**src/rtl/prog_loader.sv**
```systemverilog
// prog_loader: framed byte-stream loader that writes big-endian words to instruction memory and holds the CPU in reset until done.
// Optional trailing XOR checksum byte enabled by defining PROG_LOADER_CHECKSUM_EN.
module prog_loader #(
  parameter int DATA_SIZE = 16,
  parameter int ADDR_SIZE = 5
) (
  input  logic                 clk,
  input  logic                 rstn,
  input  logic                 start,
  input  logic                 in_valid,
  input  logic [7:0]           in_data,
  output logic                 in_ready,
  output logic                 W,
  output logic [ADDR_SIZE-1:0] ADDR,
  output logic [DATA_SIZE-1:0] DATA_WR,
  output logic                 cpu_rstn,
  output logic                 busy,
  output logic                 done,
  output logic                 error
);
  localparam int BPW = DATA_SIZE / 8;
  localparam int BCW = (BPW > 1) ? $clog2(BPW) : 1;
  typedef enum logic [2:0] {IDLE, COUNT, DATA, WRITE, CHECK, DONE, ERR} state_t;
  state_t state_q, state_d;
  logic [ADDR_SIZE-1:0] idx_q, idx_d, last_q, last_d, addr_q, addr_d;
  logic [BCW-1:0] bcnt_q, bcnt_d;
  logic [DATA_SIZE-1:0] word_q, word_d, data_wr_q, data_wr_d;
  logic in_ready_q, in_ready_d, w_q, w_d, cpu_rstn_q, cpu_rstn_d;
  logic busy_q, busy_d, done_q, done_d, error_q, error_d;
  logic fire, bad_count, last_byte;
`ifdef PROG_LOADER_CHECKSUM_EN
  logic [7:0] xor_q, xor_d;
`endif
  assign fire = in_valid && in_ready_q;
  assign bad_count = (in_data == 8'd0) || ({1'b0, in_data} > 9'(2 ** ADDR_SIZE));
  assign last_byte = bcnt_q == BCW'(BPW - 1);
  always_ff @(posedge clk or negedge rstn) begin
    if (!rstn) begin
      state_q    <= IDLE;
      idx_q      <= '0;
      last_q     <= '0;
      bcnt_q     <= '0;
      word_q     <= '0;
      in_ready_q <= 1'b0;
      w_q        <= 1'b0;
      addr_q     <= '0;
      data_wr_q  <= '0;
      cpu_rstn_q <= 1'b0;
      busy_q     <= 1'b0;
      done_q     <= 1'b0;
      error_q    <= 1'b0;
`ifdef PROG_LOADER_CHECKSUM_EN
      xor_q      <= '0;
`endif
    end else begin
      state_q    <= state_d;
      idx_q      <= idx_d;
      last_q     <= last_d;
      bcnt_q     <= bcnt_d;
      word_q     <= word_d;
      in_ready_q <= in_ready_d;
      w_q        <= w_d;
      addr_q     <= addr_d;
      data_wr_q  <= data_wr_d;
      cpu_rstn_q <= cpu_rstn_d;
      busy_q     <= busy_d;
      done_q     <= done_d;
      error_q    <= error_d;
`ifdef PROG_LOADER_CHECKSUM_EN
      xor_q      <= xor_d;
`endif
    end
  end
  always_comb begin
    state_d = state_q;
    idx_d   = idx_q;
    last_d  = last_q;
    bcnt_d  = bcnt_q;
    word_d  = word_q;
`ifdef PROG_LOADER_CHECKSUM_EN
    xor_d   = xor_q;
`endif
    case (state_q)
      COUNT: if (fire) begin
        state_d = bad_count ? ERR : DATA;
        idx_d   = '0;
        last_d  = ADDR_SIZE'(in_data - 8'd1);
      end
      DATA: if (fire) begin
        word_d  = DATA_SIZE'({word_q, in_data});
        bcnt_d  = last_byte ? '0 : bcnt_q + 1'b1;
        state_d = last_byte ? WRITE : DATA;
`ifdef PROG_LOADER_CHECKSUM_EN
        xor_d   = xor_q ^ in_data;
`endif
      end
      WRITE: begin
        idx_d = (idx_q == last_q) ? idx_q : idx_q + 1'b1;
`ifdef PROG_LOADER_CHECKSUM_EN
        state_d = (idx_q == last_q) ? CHECK : DATA;
`else
        state_d = (idx_q == last_q) ? DONE : DATA;
`endif
      end
`ifdef PROG_LOADER_CHECKSUM_EN
      CHECK: if (fire) state_d = (in_data == xor_q) ? DONE : ERR;
`endif
      default: ;
    endcase
    // start restarts only from the idle/terminal states; counters clear on entry to COUNT
    if ((state_q == IDLE || state_q == DONE || state_q == ERR) && start) begin
      state_d = COUNT;
      bcnt_d  = '0;
`ifdef PROG_LOADER_CHECKSUM_EN
      xor_d   = '0;
`endif
    end
  end
  always_comb begin
    in_ready_d = state_d == COUNT || state_d == DATA || state_d == CHECK;
    busy_d     = state_d == COUNT || state_d == DATA || state_d == WRITE || state_d == CHECK;
    done_d     = state_d == DONE;
    error_d    = state_d == ERR;
    cpu_rstn_d = state_d == DONE;
    w_d        = state_d == WRITE;
    addr_d     = w_d ? idx_d : addr_q;
    data_wr_d  = w_d ? word_d : data_wr_q;
  end
  assign in_ready = in_ready_q;
  assign W        = w_q;
  assign ADDR     = addr_q;
  assign DATA_WR  = data_wr_q;
  assign cpu_rstn = cpu_rstn_q;
  assign busy     = busy_q;
  assign done     = done_q;
  assign error    = error_q;
endmodule

```
**config.mk**
```make
export PLATFORM = sky130hd
export DESIGN_NAME = prog_loader
export DESIGN_NICKNAME = d
export VERILOG_FILES = /design/src/rtl/prog_loader.sv
export SDC_FILE = /design/constraint.sdc
export NUM_CORES = 1
export LEC_CHECK = 0
export CORE_ASPECT_RATIO = 0.5
export CORE_UTILIZATION = 53
export DETAILED_ROUTE_END_ITERATION = 16
export PLACE_DENSITY = 0.83
export SLEW_MARGIN = 40
export SYNTH_ARGS = -nofsm -noshare
export SYNTH_HDL_FRONTEND = slang
export SYNTH_SLANG_ARGS = --single-unit
```
**constraint.sdc**
```tcl
create_clock -name clk -period 2.5 [get_ports clk]
set_clock_uncertainty 0.2 [all_clocks]
set_input_delay 0.5 -clock clk [delete_from_list [all_inputs] [get_ports clk]]
set_output_delay 0.5 -clock clk [all_outputs]
set_load 0.01 [all_outputs]
```
==> out/results.ini, run 1 <==
[final_layout]
final_nets = 260
area_growth_pct = 23.79
n_antenna_cell = 0
drive_gt1_share_pct = 26.32

[critical_path]
cp-end-kind = flop
critPathRequiredTime_ns = 2.55
slowest_delay_ns = 0.47
arrival_ns = 2.34
critical_path_class = reg -> reg
cp_max_fo = 7
path_cells = xor2_1 -> nor3_1 -> and2_1 -> nand2_1 -> a21boi_0 -> mux2_2
slowest_stage = dfrtp_1
startpoint_type = flop

[pwr]
ir_drop_v = 0.0003974
power_density_nw_per_um2 = 986.6
p_leak_nw = 1.428
power_mw = 3.058

[place]
hpwl_um = 3316
numPortBuffers = 38
routabilityCongestion = 0.8136

[synth]
synthArstFlopShare_pct = 100.0
synth_seq_area_share_pct = 55.97
synth_seq_cells = 56
synthCells = 197
yosysWarningCount = 0
synthFlopType = dfrtp_1
synth_edf_count = 0
syn_area_per_cell_sq_um = 12.71
synth_fp_nets = 211
syn_area_sq_um = 2504
synth_cell_types = 43

[clocking]
clk_path_buf_depth = 2
cts.clk_slew.worst_paths_ns = 0.11
numCtsBuffers = 5
h-tree-depth = 2
cts-root-buf = clkbuf_8
cts_tree = yes
clock_latency_ns = 0.32
postCtsHoldBufs = 0
cts_setup_buffers = 0
clock-sinks = 56
cts_resized = 0

[outcome]
status = finished, final reports clean

[flow_run]
drv_cap = 0

[routing]
ant_nets = 0
wl_per_cell_um = 15.24
drc_errors = 0
first_pass_iters = 4
num_vias = 1660
vias_per_cell = 5.461
wirelength_um = 4632
first_iter_violations = 69

[die]
dieArea_sq_um = 5020
coreArea_sq_um = 4467
die_h_um = 50.60
pin_count = 39
initial_core_util_pct = 56.05
rows = 17
die_w_um = 99.20

[timing]
setup_viol = 0
fin_tns_setup_ns = 0
hold_violations = 0
rsz0062_at_grt = no
maxSlewViolCount = 0
worstMarginPinSlew_ns = 0.6836
period_needed_ns = 2.286
fmax_ghz = 0.4375
slew_headroom_pct = 54.43
period_share_pct = 91.43

[grt]
grt_overflow_total = 0
grtUsageTotal_pct = 20.71
grt_pass1_vias = 1598
grt_pass1_wl_um = 7721
grt_max_degree = 57
grt_antenna_before_repair = 0

[worst_hold_path]
hold_class = in -> async

-- logic make-up after synthesis --
logic type / after synthesis / synth area share, %
fa+ha+maj: 2 / 0.9993
flops: 56 / 55.97
simple gates: 52 / 12.24
compound gates: 29 / 8.696
buf+inv: 15 / 3.647
xor+xnor: 9 / 3.149
mux: 34 / 15.29
-- flip-flops by register name, indices dropped and copies added (netlist names) --
register  flops
done          1
W             1
bcnt_q        1
word_q       16
ADDR          5
state_q       3
last_q        5
idx_q         5
in_ready      1
busy          1
DATA_WR      16
error         1
-- metal layers --
layer / track usage (%) / share of wire (%) / vias to the layer above
li1: - / - / 789
met1: 26.73 / 45 / 804
met2: 33.10 / 48 / 58
met3: 5.292 / 5.2 / 9
met4: 10.05 / 1.8 / 0
met5: 0 / 0 / -
-- power breakdown --
group | switching (mW) | total (mW) | internal, mW | leakage [nW]
Clock | 0.309 | 0.514 | 0.205 | 0.0452
Sequential | 0.216 | 1.42 | 1.21 | 0.733
Combinational | 0.504 | 1.12 | 0.615 | 0.650
-- final timing paths --
path,slack (ns),endpoint,startpoint,cells after the start
setup reg to reg,0.21,ADDR[1],idx_q[2],6
hold / removal,0.08,done,rstn,2
hold reg to reg,0.29,ADDR[4],ADDR[4],2
min in group clk,0.29,ADDR[4],ADDR[4],2
max in group asynchronous,1.55,DATA_WR[3],rstn,2
setup / recovery,0.21,ADDR[1],idx_q[2],6
-- critical path, delay by kind of cell, from the launching register on --
family,cells,cell delay [ns]
AOI/OAI and AO/OA,1,0.33
xor gates and xnor gates,1,0.18
DFF,1,0.47
and+or+nand+nor,3,0.80
muxes,1,0.23
-- Yosys cell counts (2+ instances only) --
library cell | instances | share of area (%)
a21oi_1 | 7 | 1.4
buf_2 | 2 | 0.40
xor2_1 | 7 | 2.4
dfrtp_1 | 56 | 56
a31oi_1 | 3 | 0.75
buf_4 | 2 | 0.60
nand3_1 | 5 | 1.0
o21ai_0 | 8 | 1.6
nand2_1 | 14 | 2.1
nor3_1 | 3 | 0.60
xnor2_1 | 2 | 0.70
mux2_2 | 34 | 15
ha_1 | 2 | 1.0
nor2b_1 | 4 | 1.0
inv_1 | 5 | 0.75
buf_6 | 3 | 1.3
and2_1 | 4 | 1.0
nand2b_1 | 2 | 0.50
nor4b_1 | 3 | 1.0
nor2_1 | 8 | 1.2
-- per-stage QoR --
step	cell area [sq um]	utilization [%]	std cells	setup WS [ns]	hold slack, ns
4_1_cts	3099	69.38	304	0.2422	0.1121
3_5_place_dp	3005	67.28	296	-0.07871	0.2688
6_report	3099	69.38	304	0.2144	0.08311
3_3_place_gp	3005	67.28	296	-0.02571	0.2590
5_1_grt	3099	69.38	304	0.07467	0.1340
2_1_floorplan	2504	-	197	0.3278	0.004409
-- layout by cell type (no fill, tap or decap), types with 5 or more instances in the layout --
| cell type | n |
|---|---|
| dfrtp_1 | 56 |
| clkdlybuf4s50_1 | 37 |
| mux2_2 | 34 |
| nand2_1 | 14 |
| buf_4 | 11 |
| nor2_1 | 8 |
| o21ai_0 | 8 |
| xor2_1 | 7 |
| a21oi_1 | 7 |
| nand3_1 | 5 |
| inv_1 | 5 |
| clkbuf_8 | 5 |
-- final cells by class --
cell class | instances | area, sq um
clock inverters | 3 | 25.02
clock buffers | 5 | 68.82
multi-input cells | 126 | 1011
fillers | 302 | 1368
flip-flops and latches | 56 | 1401
repair buffers | 51 | 498.0
well taps | 57 | 71.32
inverters | 6 | 23.77
(Power assumes the default switching activity.)
==> run 2, diff against run 1 <==
Settings changed: CORE_MARGIN from default to 3.
Clock period 2.5 ns to 2.9 ns, I/O delays scaled along.
==> run 2 against run 1 <==
Compared with the run above: count of clock-buffer cells in the layout rose by 1; cell area fell by 2.1%; highest routed layer unchanged; non-clock buffer count fell by 8; largest cell class unchanged.
==> out/results.ini, run 2 (synthesized netlist as in run 1, its figures left out) <==
[grt]
grt_pass1_vias = 1660  ; +3.9%
grtUsageTotal_pct = 18.71  ; -2.0 points
grt_overflow_total = 0  ; unchanged
grt_max_degree = 57  ; unchanged
grt_antenna_before_repair = 0  ; unchanged
grt_pass1_wl_um = 7762  ; +0.53%

[timing]
fin_tns_setup_ns = 0  ; unchanged
rsz0062_at_grt = no
holdWs_ns = 0.1922  ; +0.1091 ns
setup_viol = 0  ; unchanged
period_share_pct = 83.88
period_needed_ns = 2.432
slew_headroom_pct = 54.76  ; +0.33 points
maxSlewViolCount = 0  ; unchanged
worstMarginPinSlew_ns = 0.6786  ; -0.005004 ns
hold_violations = 0  ; unchanged
fmax_ghz = 0.4111
setup_ws_ns = 0.4675  ; +0.2532 ns

[routing]
vias_per_cell = 5.372  ; -1.6%
wirelength_um = 4516  ; -2.5%
num_vias = 1574  ; -5.2%
first_iter_violations = 48  ; -30%
first_pass_iters = 4  ; unchanged
drc_errors = 0  ; unchanged
ant_nets = 0  ; unchanged
wl_per_cell_um = 15.41  ; +1.2%

[clocking]
clk_path_buf_depth = 2  ; unchanged
cts.clk_slew.worst_paths_ns = 0.10  ; about the same
cts-root-buf = clkbuf_8
numCtsBuffers = 5  ; unchanged
postCtsHoldBufs = 0  ; unchanged
h-tree-depth = 2  ; unchanged
clock-sinks = 56  ; unchanged
clock_latency_ns = 0.31  ; about the same
cts_resized = 0  ; unchanged
cts_tree = yes
cts_setup_buffers = 0  ; unchanged

[die]
initial_core_util_pct = 59.55  ; +3.5 points
die_h_um = 54.60  ; +7.9%
coreArea_sq_um = 4204  ; -5.9%
die_w_um = 103.2  ; +4.0%
dieArea_sq_um = 5635  ; +12%
pin_count = 39  ; unchanged
rows = 16  ; -1

[final_layout]
final.fill_count = 287  ; -5.0%
layout_commonest_cell = dfrtp_1
final_nets = 252  ; -3.1%
area_growth_pct = 21.19
n_antenna_cell = 0  ; unchanged
drive_gt1_share_pct = 23.85  ; -2.5 points
layout_common_cells = 56 x dfrtp_1, 37 x clkdlybuf4s50_1, 34 x mux2_2

[critical_path]
reg2reg_from = state_q[2]
critPathRequiredTime_ns = 2.89  ; +0.34 ns
startpoint_type = input pin
arrival_ns = 2.42  ; +0.08 ns
rrSetupSlack_ns = 0.60  ; +0.39 ns
crit_start = in_valid
cp_max_fo = 13  ; +6
critical_path_class = in -> reg
cp-end-kind = flop

[outcome]
status = finished, final reports clean

[place]
routabilityCongestion = 0.8441  ; +3.7%
numPortBuffers = 38  ; unchanged
hpwl_um = 3222  ; -2.8%
pre_cts_ws_ns = 0.1501  ; +0.2288 ns

[pwr]
p_leak_nw = 1.396  ; -2.3%
power_density_nw_per_um2 = 846.9  ; -14%
ir_drop_v = 0.0003568  ; -10%

[worst_hold_path]
hold_class = in -> async

[flow_run]
drv_cap = 0  ; unchanged

-- run 2: changes by cell type in the layout (fill, tap and decap cells not counted), sizes merged --
cell and change:
clkinv +2, clkbuf +1, buf -8, inv -2, clkinvlp -1
-- run 2: final cells by class --
type,instances,area (sq um),share of cell area (%)
clock buffer,6,82.58,2.722
clock inverter,2,10.01,0.3299
inverter,6,23.77,0.7835
multi-input combinational,126,1011,33.32
sequential,56,1401,46.19
tap,54,67.56,2.227
timing repair buffer,43,437.9,14.43
-- run 2: critical path, stage by stage --
cell and delay [ns]:
clkdlybuf4s50_1 0.52, nand3b_4 0.11, nor3b_4 0.36, nand2_4 0.13
clkinv_2 0.20, buf_12 0.17, mux2_2 0.34
-- run 2: worst paths after layout --
check,end,cells after the start
setup / recovery,DATA_WR[15],7
hold / removal,DATA_WR[1],2
setup reg to reg,DATA_WR[15],6
hold reg to reg,ADDR[3],2
max in group asynchronous,state_q[2],2
min in group clk,ADDR[3],2
-- run 2: routing by layer --
layer	vias to the layer above	wire length (um)	track usage, %
met5	-	0	0
met3	5	147	5.216
li1	765	-	-
met2	28	2197	31.53
met4	0	40	5.161
met1	776	2131	24.28
-- run 2: stage by stage --
stage	utilization, %	instance area, sq um	power [mW]	cells
floorplan	-	2504	1.830	197
global placement	69.97	2942	2.105	285
detailed placement	69.97	2942	2.153	285
CTS	72.17	3034	2.598	293
global route	72.17	3034	2.771	293
finish	72.17	3034	2.570	293
-- run 2: power by group --
group | switching, mW | internal, mW | leakage (nW) | total [mW]
registers | 0.190 | 1.04 | 0.733 | 1.23
clock network | 0.244 | 0.191 | 0.0510 | 0.435
logic | 0.406 | 0.496 | 0.612 | 0.902
total | 0.840 | 1.73 | 1.40 | 2.57
